<file path="src/rtl/servo_pwm_if.sv">
// servo_pwm_if: angle command in, servo pulse / frame tick / applied angle out.
interface servo_pwm_if;
    logic [7:0] rotate_angle;
    logic       pwm_out;
    logic       frame_tick;
    logic [7:0] angle_now;
    modport master (output rotate_angle, input pwm_out, frame_tick, angle_now);
    modport slave (input rotate_angle, output pwm_out, frame_tick, angle_now);
endinterface

</file>
<file path="src/rtl/servo_pwm.sv">
// servo_pwm: fixed-period servo pulse generator; angle is sampled only at frame wrap.
// Define SERVO_SLEW_EN to limit the applied angle to SLEW_DEG degrees of movement per frame.
module servo_pwm #(
    parameter int PERIOD_CYC = 240000,
    parameter int MIN_CYC    = 6000,
    parameter int STEP_CYC   = 133,
    parameter int SLEW_DEG   = 2
) (
    input  logic       clk,
    input  logic       rst_n,
    servo_pwm_if.slave bus_io
);
    if (MIN_CYC + 180 * STEP_CYC >= PERIOD_CYC || PERIOD_CYC > 2 ** 18 || SLEW_DEG < 1) begin : g_bad_cfg
        $error("servo_pwm: illegal parameter set");
    end
    logic [17:0] cnt_q, cnt_d;
    logic [7:0]  cur_q, cur_d, tgt, nxt;
    logic        pwm_q, pwm_d, tick_q, tick_d, wrap;
    logic [14:0] pw;
    assign wrap = cnt_q == 18'(PERIOD_CYC - 1);
    assign tgt  = bus_io.rotate_angle > 8'd180 ? 8'd180 : bus_io.rotate_angle;
    assign pw   = 15'(MIN_CYC) + 15'(cur_q) * 15'(STEP_CYC);
`ifdef SERVO_SLEW_EN
    logic [8:0] up, dn;
    assign up  = {1'b0, cur_q} + 9'(SLEW_DEG);
    // Saturate at zero so the max() against the target never sees a wrapped value
    assign dn  = {1'b0, cur_q} > 9'(SLEW_DEG) ? {1'b0, cur_q} - 9'(SLEW_DEG) : 9'd0;
    assign nxt = tgt > cur_q ? (up < {1'b0, tgt} ? up[7:0] : tgt) :
                 tgt < cur_q ? (dn > {1'b0, tgt} ? dn[7:0] : tgt) : cur_q;
`else
    assign nxt = tgt;
`endif
    always_comb begin
        cnt_d  = wrap ? 18'd0 : cnt_q + 18'd1;
        cur_d  = wrap ? nxt : cur_q;
        pwm_d  = cnt_q < {3'b000, pw};
        tick_d = wrap;
    end
    always_ff @(posedge clk or negedge rst_n) begin
        if (!rst_n) begin
            cnt_q  <= 18'd0;
            cur_q  <= 8'd90;
            pwm_q  <= 1'b0;
            tick_q <= 1'b0;
        end else begin
            cnt_q  <= cnt_d;
            cur_q  <= cur_d;
            pwm_q  <= pwm_d;
            tick_q <= tick_d;
        end
    end
    assign bus_io.pwm_out    = pwm_q;
    assign bus_io.frame_tick = tick_q;
    assign bus_io.angle_now  = cur_q;
endmodule
</file>
<file path="src/flat_wrapper.sv">
// flat-port wrapper written by rule: the top's interface ports become plain ports
module servo_pwm_flat 
#(
    parameter int PERIOD_CYC = 240000,
    parameter int MIN_CYC    = 6000,
    parameter int STEP_CYC   = 133,
    parameter int SLEW_DEG   = 2
)
  (clk, rst_n, bus_io_rotate_angle, bus_io_pwm_out, bus_io_frame_tick, bus_io_angle_now);
  servo_pwm_if bus_io_i ();
  input  logic clk;
  input  logic rst_n;
  input wire logic [$bits(bus_io_i.rotate_angle)-1:0] bus_io_rotate_angle;
  output wire logic [$bits(bus_io_i.pwm_out)-1:0] bus_io_pwm_out;
  output wire logic [$bits(bus_io_i.frame_tick)-1:0] bus_io_frame_tick;
  output wire logic [$bits(bus_io_i.angle_now)-1:0] bus_io_angle_now;
  assign bus_io_i.rotate_angle = bus_io_rotate_angle;
  assign bus_io_pwm_out = bus_io_i.pwm_out;
  assign bus_io_frame_tick = bus_io_i.frame_tick;
  assign bus_io_angle_now = bus_io_i.angle_now;
  servo_pwm #(.PERIOD_CYC(PERIOD_CYC), .MIN_CYC(MIN_CYC), .STEP_CYC(STEP_CYC), .SLEW_DEG(SLEW_DEG)) u_core (.clk(clk), .rst_n(rst_n), .bus_io(bus_io_i));
endmodule
</file>
<file path="config.mk">
export PLATFORM = sky130hd
export DESIGN_NAME = servo_pwm_flat
export DESIGN_NICKNAME = d
export VERILOG_FILES = /design/src/rtl/servo_pwm_if.sv /design/src/rtl/servo_pwm.sv /design/src/flat_wrapper.sv
export SDC_FILE = /design/constraint.sdc
export NUM_CORES = 1
export LEC_CHECK = 0
export ABC_AREA = 1
export ABC_CLOCK_PERIOD_IN_PS = 4700
export CORE_UTILIZATION = 40
export DETAILED_ROUTE_END_ITERATION = 8
export GPL_TIMING_DRIVEN = 1
export SLEW_MARGIN = 25
export SYNTH_ARGS = -nofsm -noshare
export SYNTH_HDL_FRONTEND = slang
export SYNTH_SLANG_ARGS = --single-unit
</file>
<file path="constraint.sdc">
create_clock -name clk -period 4.7 [get_ports clk]
set_input_delay 0.705 -clock clk [delete_from_list [all_inputs] [get_ports clk]]
set_output_delay 0.705 -clock clk [all_outputs]
set_load 0.05 [all_outputs]
</file>
Word-level counts from Yosys, hierarchy flattened:

Index checks and enable logic that the tools add are counted.

* word-level logic and storage cells: 12
* register bits: 28
* input port bits: 10

* $add $sub $neg: 2
* mux-type cells: 2
* $mul: 1
* magnitude comparators: 2
* eq/ne operators: 1

Operators by type and width (count)
* adder 18 x 1 -> 18 bit, second input constant: 1
* equality test 18 bit, second input constant: 1
* less-than comparator 18 x 15 -> 1 bit: 1
* two-way mux 18 bit: 1
* adder 13 x 15 -> 15 bit, first input constant: 1
* multiplier 8 x 8 -> 15 bit, second input constant: 1
* > comparator 8 bit, second input constant: 1
* two-way mux 8 bit: 1

Longest topological paths before layout:

Gate-level depths: netlist (run 1).

* depth in word-level cells: 3
* gate-level depth with buffers: 23
* mapped depth without buffers: 23

Worst setup path before layout (run 1):

OpenSTA, ideal clock, no wires.

* path kind: reg2reg
* start point: register u_core.cur_q[5], in the netlist u_core.bus_io.angle_now[5]
* end point: register u_core.pwm_q, in the netlist u_core.bus_io.pwm_out
* arrival time: 3.538 ns
* stages on the path, launching flop included: 21
* buffers on the path: 0
* path slack: 1.045 ns
* period minus slack after synthesis: 3.655 ns
* path through: dfrtp_1 ha_1 inv_1 fa_1 fa_1 inv_1 ha_1 a21oi_1 nand2_1 nand2_1 nand3_1 nand2_1 nand2_1 ha_1 nand2_1 inv_1 nand3_1 nor2_1 nand3_1 nor2_1 nor2_1

* word-level cells in the longest chain between the ends: 3

Ends and longest elaborated chain
* start, declared: RTL line servo_pwm.sv:17 `logic [7:0] cur_q, cur_d, tgt, nxt;`
* start signal, assigned: RTL line servo_pwm.sv:47 `cur_q <= cur_d;`
* multiplier 8 x 8 -> 15 bit: RTL line servo_pwm.sv:22 `assign pw = 15'(MIN_CYC) + 15'(cur_q) * 15'(STEP_CYC);`
* adder 13 x 15 -> 15 bit: RTL line servo_pwm.sv:22
* less-than comparator 18 x 15 -> 1 bit: RTL line servo_pwm.sv:36 `pwm_d = cnt_q < {3'b000, pw};`
* net u_core.pwm_d: RTL line servo_pwm.sv:18 `logic pwm_q, pwm_d, tick_q, tick_d, wrap;`
* end signal, assigned: RTL line servo_pwm.sv:48 `pwm_q <= pwm_d;`
* end, declared: RTL line servo_pwm.sv:18

The timed path passes the listed nets, and every way through them passes these cells.
A chain may end at the register's enable or synchronous reset.

Worst setup path after layout (run 1):

* start point: register u_core.cur_q[4], in the netlist u_core.bus_io.angle_now[4]
* end point: register u_core.pwm_q, in the netlist u_core.bus_io.pwm_out

Same word-level chain as after synthesis.

==> reports/qor.log, run 1 <==
INFO  sta            rsz_0062_raised_after_global_routing=no
INFO  die            die_area=0.00750mm2
INFO  yosys          yosys.area_share.simple=0.324
INFO  cells_and_area layout-area-overhead-vs-synth=13.6%
INFO  detailed_routing detailroute.via_count=2,442
INFO  grt            maximum_number_of_pins_on_one_net_before_global_route_repair=29
INFO  cells_and_area finalNetCount=480
INFO  setup_path     crit_required=4.87ns
INFO  die            placementRows=30
INFO  detailed_routing drc=0
INFO  clock_network  cts.reportedPaths.clkPinSlew=0.10ns
INFO  setup_path     sequence_of_cells_on_the_critical_path=ha_1 > ha_1 > ha_1 > inv_1 > fa_1 > inv_1 > ha_1 > nand2_1 > nand2_1 > o21ai_0 > nand2_1 > xor2_1 > ha_1 > nand2_1 > inv_1 > nand3_1 > nor2_1 > nand3_1 > nor2_1 > nor2_1
INFO  yosys          synth_edf_count=0
INFO  yosys          synth-warning-count=0
INFO  setup_path     cpPeakStageDelay=0.59ns
INFO  pwr            powerDensity=138mW/mm2
INFO  detailed_routing drtIter0Drc=75
INFO  pwr            total_net_switching_power=0.0866mW
INFO  clock_network  cts_sinks=28
INFO  cells_and_area layout.cells.most_common=nand2_1
INFO  grt            antenna_violations_before_repair=0
INFO  pwr            power.static_leakage=1.73nW
INFO  setup_path     cpMostUsedCell=ha_1
INFO  sta            timing.final.hold_violations=0
INFO  die            die_y=86.6um
INFO  clock_network  cts.repair.resized=0
INFO  grt            via_count_of_the_first_global_routing_pass=2,417
INFO  setup_path     critical_path_arrival=3.87ns
INFO  clock_network  htree_num_levels=1
INFO  yosys          async_reset_ff_frac=1.00
INFO  cells_and_area antennaDiodeCount=0
INFO  sta            fin_crit=3.69ns
INFO  placed_design  globalplace.congestion=0.869
INFO  clock_network  clock_tree.root_cell=clkbuf_8
INFO  cells_and_area drive_above_1_share=0.0702
INFO  die            io-pin-count=20
INFO  detailed_routing drt.antenna.violating_nets=0
INFO  setup_path     endpoint_kind=flip-flop
INFO  clock_network  clock_path_buffers=2
INFO  setup_path     setup.worst_path.start_class=flip-flop
INFO  pwr            p_int=0.364mW
INFO  detailed_routing post_drt_via_cell_ratio=4.80
INFO  grt            globalRouteOverflowTotal=0
INFO  yosys          ys.flop_type=dfrtp_1
INFO  yosys          synth_xor_xnor_area_share=0.0520
INFO  cells_and_area instances_no_fill=509
INFO  placed_design  dp.final_hpwl=5040um
INFO  yosys          post_synthesis_instance_total=389
INFO  yosys          synth.yosys.seq_area_share=0.247
INFO  detailed_routing wirelength=5950um
INFO  setup_path     criticalPathCategory=flip-flop to flip-flop
INFO  placed_design  numPlacedInstances=505
INFO  outcome        run_status=finished clean
INFO  sta            max_clock_freq=0.271GHz
INFO  sta            setup-tns-final=0ns
INFO  yosys          area_of_the_mapped_netlist=0.00286mm2
INFO  die            design.core.area=0.00687mm2
INFO  cells_and_area final_cell_mix=nand2_1, inv_1, ha_1, nor2_1, dfrtp_1
INFO  detailed_routing route.detailed.wl_per_inst=11.7um
INFO  clock_network  cts-buffers-inserted=3
INFO  yosys          synth_compound_gate_area_share=0.0393
INFO  yosys          synthAdderAreaFrac=0.258
INFO  placed_design  port-buffer-count=19
INFO  pwr            seqPwrFrac=0.535
INFO  clock_network  clk_latency=0.28ns
INFO  setup_path     critical_path.slowest_cell=dfstp_2
INFO  clock_network  post-cts-setup-buffer-count=0
INFO  die            start_util=0.417
INFO  yosys          synth_cell_types=29
INFO  grt            wire_length_of_the_first_global_routing_pass=10,800um
INFO  yosys          synth_fp_nets=455
INFO  sta            slew_violations=0
INFO  pwr            vdd_ir_drop_max=0.112mV
INFO  sta            setup_viol_count_final=0
INFO  pwr            sw_frac=0.192
INFO  flow_run       max_cap_viol_count=0
INFO  cells_and_area filler_cells_inserted=733
INFO  pwr            comb_power_share=0.041
INFO  cells_and_area multi_input_area=0.00193mm2
INFO  cells_and_area fin_util=0.473
INFO  cells_and_area sequential_cell_area=706um2
INFO  sta            worst_pin_slew=0.509ns
INFO  die            die_w=86.6um
INFO  yosys          synth.avg_cell_area=7.36um2
INFO  sta            worst_clock_skew=0.00828ns
INFO  sta            layout_worst_path_cycle_share=0.785
INFO  pwr            pwr-share-clk=0.424
INFO  grt            track_usage=0.183
INFO  min_path       timing.hold.worst.class=flip-flop to flip-flop
INFO  detailed_routing drt_pass1_iterations=4
INFO  yosys          synth_seq_cells=28
INFO  yosys          post_synth_mux_area_share=0
INFO  clock_network  cts_tree=yes
INFO  yosys          synth_top_family_by_area=simple AND/OR/NAND/NOR gates
INFO  clock_network  cts.hold.buffers_added=0
INFO  setup_path     path_max_fanout=5
INFO  sta            slew_headroom=0.660
## state kept, by name (all words and copies together), names as in the netlist
register,flops
u_core.bus_io.frame_tick,1
u_core.cnt_q,18
u_core.bus_io.pwm_out,1
u_core.bus_io.angle_now,8
## power by group through the flow
stage | logic, mW | registers, mW | clock network, mW
after floorplan | 0.00409 | 0.246 | 0
after global placement | 0.0190 | 0.246 | 0
after detailed placement | 0.0191 | 0.246 | 0
after CTS | 0.0191 | 0.241 | 0.196
after global routing | 0.0215 | 0.241 | 0.209
final | 0.0185 | 0.241 | 0.191
## metal layers
metal | up-vias | track usage | wire length [um]
li1 | 1283 | - | -
met5 | - | 0 | 0
met2 | 26 | 0.318 | 2780
met3 | 6 | 0.0219 | 122
met4 | 0 | 0.0318 | 59
met1 | 1127 | 0.246 | 2990
## cell families after synthesis
logic type	after synthesis
buffers and inverters	61
AND/OR/NAND/NOR	206
AO/OA/AOI/OAI	21
XOR/XNOR	17
flip-flops	28
adder cells (fa/ha/maj)	56
## layout make-up
type                            count  area share
Tap cell                           96      0.0369
Multi-Input combinational cell    300       0.593
Clock inverter                      1     0.00923
Timing Repair Buffer               20      0.0608
Clock buffer                        3      0.0127
Inverter                           61      0.0708
Sequential cell                    28       0.217
## Yosys cell counts (all sizes together), types with 4 or more instances
cell type	instances	area, um2
a21oi	14	70.1
dfrtp	24	601
dfstp	4	105
fa	5	100
ha	51	638
inv	60	225
nand2	111	424
nand3	22	138
nand4	8	50.1
nor2	56	240
o21ai	4	20.0
xnor2	4	35.0
xor2	13	114
## per-stage QoR
step           instance area, um2  hold WS (ns)  power [mW]  worst slack, ns
2_1_floorplan                2860         0.409       0.250             1.05
6_report                     3250         0.508       0.450             1.01
3_5_place_dp                 3180         0.498       0.265             1.03
4_1_cts                      3250         0.514       0.457             1.00
5_1_grt                      3250         0.547       0.471            0.682
3_3_place_gp                 3180         0.498       0.264             1.10
## worst max-delay path, delay by kind of cell (launching register included)
family	cells	cell delay, ns
buffers and inverters	3	0.15
AOI/OAI and AO/OA	1	0.16
adders and majority gates	6	1.80
xor gates and xnor gates	1	0.15
DFF	1	0.59
and+or+nand+nor	9	0.71
## path summary, 6_finish.rpt
path,end,slack [ns],cells after the start,start
min in group asynchronous,u_core.cnt_q[10],0.80,2,rst_n
setup / recovery,u_core.bus_io.pwm_out,1.01,20,u_core.bus_io.angle_now[4]
setup reg to reg,u_core.bus_io.pwm_out,1.01,20,u_core.bus_io.angle_now[4]
max in group asynchronous,u_core.bus_io.angle_now[6],3.58,2,rst_n
hold reg to reg,u_core.bus_io.angle_now[6],0.51,2,u_core.bus_io.angle_now[6]
hold / removal,u_core.bus_io.angle_now[6],0.51,2,u_core.bus_io.angle_now[6]
No activity file was read; power rests on OpenSTA's default activity.
==> inputs of run 2 (changes only) <==
--- a/config.mk
+++ b/config.mk
@@ -6,7 +6,7 @@
 export NUM_CORES = 1
 export LEC_CHECK = 0
 export ABC_AREA = 1
-export ABC_CLOCK_PERIOD_IN_PS = 4700
+export ABC_CLOCK_PERIOD_IN_PS = 3650
 export CORE_UTILIZATION = 40
 export DETAILED_ROUTE_END_ITERATION = 8
 export GPL_TIMING_DRIVEN = 1
==> constraint.sdc (replaced) <==
create_clock -name clk -period 3.65 [get_ports clk]
set_input_delay 0.5475 -clock clk [delete_from_list [all_inputs] [get_ports clk]]
set_output_delay 0.5475 -clock clk [all_outputs]
set_load 0.05 [all_outputs]
==> run 2 against run 1 <==
  * First-iteration DRC count increased by 12%
  * Global-route usage is 0.58 points higher
  * Sequential share of layout area fell by 1.2 points
  * Routed wire length increased by 5.2%
  * Combinational power grew 33%
  * Via count is 1.8% higher
  * Largest power group unchanged
==> reports/qor.log, run 2 (synthesis gave the netlist of run 1 again) <==
INFO  setup_path     sequence_of_cells_on_the_critical_path=ha_4 > ha_4 > ha_4 > inv_2 > fa_1 > inv_1 > ha_4 > nand2_1 > nand2_1 > o21ai_1 > nand2_1 > xor2_1 > ha_1 > nand2_2 > inv_2 > nand3_1 > nor2_1 > nand3_1 > nor2_1 > nor2_1
INFO  clock_network  clock_tree.root_cell=clkbuf_8
INFO  placed_design  port-buffer-count=19
INFO  cells_and_area antennaDiodeCount=0
INFO  pwr            powerDensity=155mW/mm2
INFO  setup_path     critical_path_arrival=3.62ns
INFO  detailed_routing post_drt_via_cell_ratio=4.80
INFO  sta            slew_violations=0
INFO  clock_network  clk_latency=0.28ns
INFO  placed_design  dp.final_hpwl=5190um
INFO  detailed_routing route.detailed.wl_per_inst=12.1um
INFO  flow_run       max_cap_viol_count=0
INFO  cells_and_area finalNetCount=489
INFO  sta            timing.final.hold_violations=0
INFO  placed_design  globalplace.congestion=0.858
INFO  setup_path     endpoint_kind=flip-flop
INFO  die            io-pin-count=20
INFO  detailed_routing drt_pass1_iterations=4
INFO  grt            maximum_number_of_pins_on_one_net_before_global_route_repair=16
INFO  pwr            p_int=0.419mW
INFO  sta            slew_headroom=0.661
INFO  die            die_y=86.6um
INFO  grt            via_count_of_the_first_global_routing_pass=2,495
INFO  sta            setup_viol_count_final=0
INFO  die            design.core.area=0.00687mm2
INFO  setup_path     cpMostUsedCell=ha_4
INFO  sta            setup-tns-final=0ns
INFO  setup_path     cp_top_family=adder cells
INFO  pwr            vdd_ir_drop_max=0.126mV
INFO  clock_network  cts.reportedPaths.clkPinSlew=0.10ns
INFO  grt            antenna_violations_before_repair=0
INFO  detailed_routing wirelength=6260um
INFO  pwr            comb_power_share=0.046
INFO  setup_path     cp_num_buf_inv=3
INFO  clock_network  htree_num_levels=1
INFO  setup_path     cpPeakStageDelay=0.58ns
INFO  cells_and_area top_register=u_core.cnt_q
INFO  cells_and_area postLayoutCellArea=0.00344mm2
INFO  pwr            power.static_leakage=1.77nW
INFO  cells_and_area drive_above_1_share=0.142
INFO  pwr            sw_frac=0.216
INFO  clock_network  cts_tree=yes
INFO  grt            globalRouteOverflowTotal=0
INFO  clock_network  cts-buffers-inserted=3
INFO  setup_path     crit_required=3.83ns
INFO  die            die_area=0.00750mm2
INFO  die            die_w=86.6um
INFO  setup_path     critical_path.slowest_cell=dfstp_2
INFO  clock_network  cts.hold.buffers_added=0
INFO  clock_network  clock_path_buffers=2
INFO  placed_design  dpl_cell_area=0.00323mm2
INFO  die            start_util=0.417
INFO  setup_path     setup.worst_path.start_class=flip-flop
INFO  placed_design  place_worst_setup_slack=0.000871ns
INFO  die            placementRows=30
INFO  sta            worst_clock_skew=0.00397ns
INFO  setup_path     r2r_slack=0.21ns
INFO  setup_path     path_max_fanout=4
INFO  pwr            total_net_switching_power=0.115mW
INFO  pwr            pwr-share-clk=0.373
INFO  grt            track_usage=0.188
INFO  sta            fin_crit=3.44ns
INFO  setup_path     criticalPathCategory=flip-flop to flip-flop
INFO  cells_and_area layout-area-overhead-vs-synth=20.3%
INFO  sta            max_clock_freq=0.291GHz
INFO  cells_and_area fin_util=0.501
INFO  clock_network  cts_sinks=28
INFO  detailed_routing drtIter0Drc=84
INFO  cells_and_area filler_cells_inserted=712
INFO  detailed_routing drc=0
INFO  cells_and_area largest_register_ffs=18
INFO  min_path       timing.hold.worst.class=flip-flop to flip-flop
INFO  outcome        run_status=finished clean
INFO  cells_and_area final_cell_mix=nand2_1, inv_1, nor2_1, ha_1, dfrtp_1
INFO  detailed_routing drt.antenna.violating_nets=0
INFO  cells_and_area layout.cells.most_common=nand2_1
INFO  sta            worst_pin_slew=0.506ns
INFO  grt            wire_length_of_the_first_global_routing_pass=11,100um
INFO  sta            timing.final.ws_setup=0.209ns
INFO  sta            layout_worst_path_cycle_share=0.943
INFO  detailed_routing detailroute.via_count=2,485
INFO  pwr            seqPwrFrac=0.580
run 2: final timing paths:
kind | start | cells past startpoint | to
setup reg to reg | u_core.bus_io.angle_now[4] | 20 | u_core.bus_io.pwm_out
setup / recovery | u_core.bus_io.angle_now[4] | 20 | u_core.bus_io.pwm_out
hold / removal | u_core.cnt_q[0] | 1 | u_core.cnt_q[0]
min in group asynchronous | rst_n | 1 | u_core.cnt_q[14]
hold reg to reg | u_core.cnt_q[0] | 1 | u_core.cnt_q[0]
max in group asynchronous | rst_n | 2 | u_core.bus_io.angle_now[3]
run 2: what timing repair did:
item,CTS,global route
gates resized for setup,0,28
endpoints found under the setup margin,1,1
pin swaps,0,9
buffers inserted,1,2
run 2: routing by layer:
metal | vias up | routed length, um | GRT usage
met2 | 20 | 2970 | 0.340
met1 | 1161 | 3140 | 0.246
li1 | 1299 | - | -
met5 | - | 0 | 0
met4 | 0 | 60 | 0.0455
met3 | 5 | 94 | 0.0114
run 2: power by group through the flow:
stage | Sequential (mW) | Combinational [mW] | Clock, mW
finish | 0.310 | 0.0246 | 0.200
global route | 0.310 | 0.0283 | 0.214
CTS | 0.310 | 0.0252 | 0.203
detailed placement | 0.316 | 0.0251 | 0
global placement | 0.316 | 0.0251 | 0
floorplan | 0.316 | 0.00526 | 0
run 2: final cells by class:
class,count,area [um2],area share
inverter,61,230,0.0669
sequential,28,707,0.205
tap,96,120,0.0349
timing repair buffer,29,265,0.0770
multi-input combinational,300,2070,0.600
clock buffer,4,55.1,0.0160
run 2: worst register-to-register path: stages, from the launching register on:
cell and delay, ns:
dfstp_2 0.58, ha_4 0.15, ha_4 0.19, ha_4 0.26
inv_2 0.03, fa_1 0.52, inv_1 0.06, ha_4 0.23
nand2_1 0.06, nand2_1 0.09, o21ai_1 0.14, nand2_1 0.08
xor2_1 0.14, ha_1 0.28, nand2_2 0.05, inv_2 0.05
nand3_1 0.06, nor2_1 0.13, nand3_1 0.08, nor2_1 0.10
nor2_1 0.05
run 2: stage by stage:
stage          cells  hold slack, ns  power [mW]
2_1_floorplan    389           0.252       0.321
3_5_place_dp     511           0.496       0.341
4_1_cts          516           0.522       0.539
6_report         518           0.513       0.534
5_1_grt          518           0.542       0.553
3_3_place_gp     511           0.496       0.341
==> inputs of run 3 (changes only) <==
--- a/config.mk
+++ b/config.mk
@@ -10,6 +10,7 @@
 export CORE_UTILIZATION = 40
 export DETAILED_ROUTE_END_ITERATION = 8
 export GPL_TIMING_DRIVEN = 1
+export MAX_ROUTING_LAYER = met4
 export SLEW_MARGIN = 25
 export SYNTH_ARGS = -nofsm -noshare
 export SYNTH_HDL_FRONTEND = slang
==> results of run 3 <==
Same layout as run 2: the final DEF is identical, and so are final timing and power.
Main changes from that run: final weighted congestion in routability-driven placement 0.858 -> 0.872; overall routing resource usage 0.188 -> 0.194
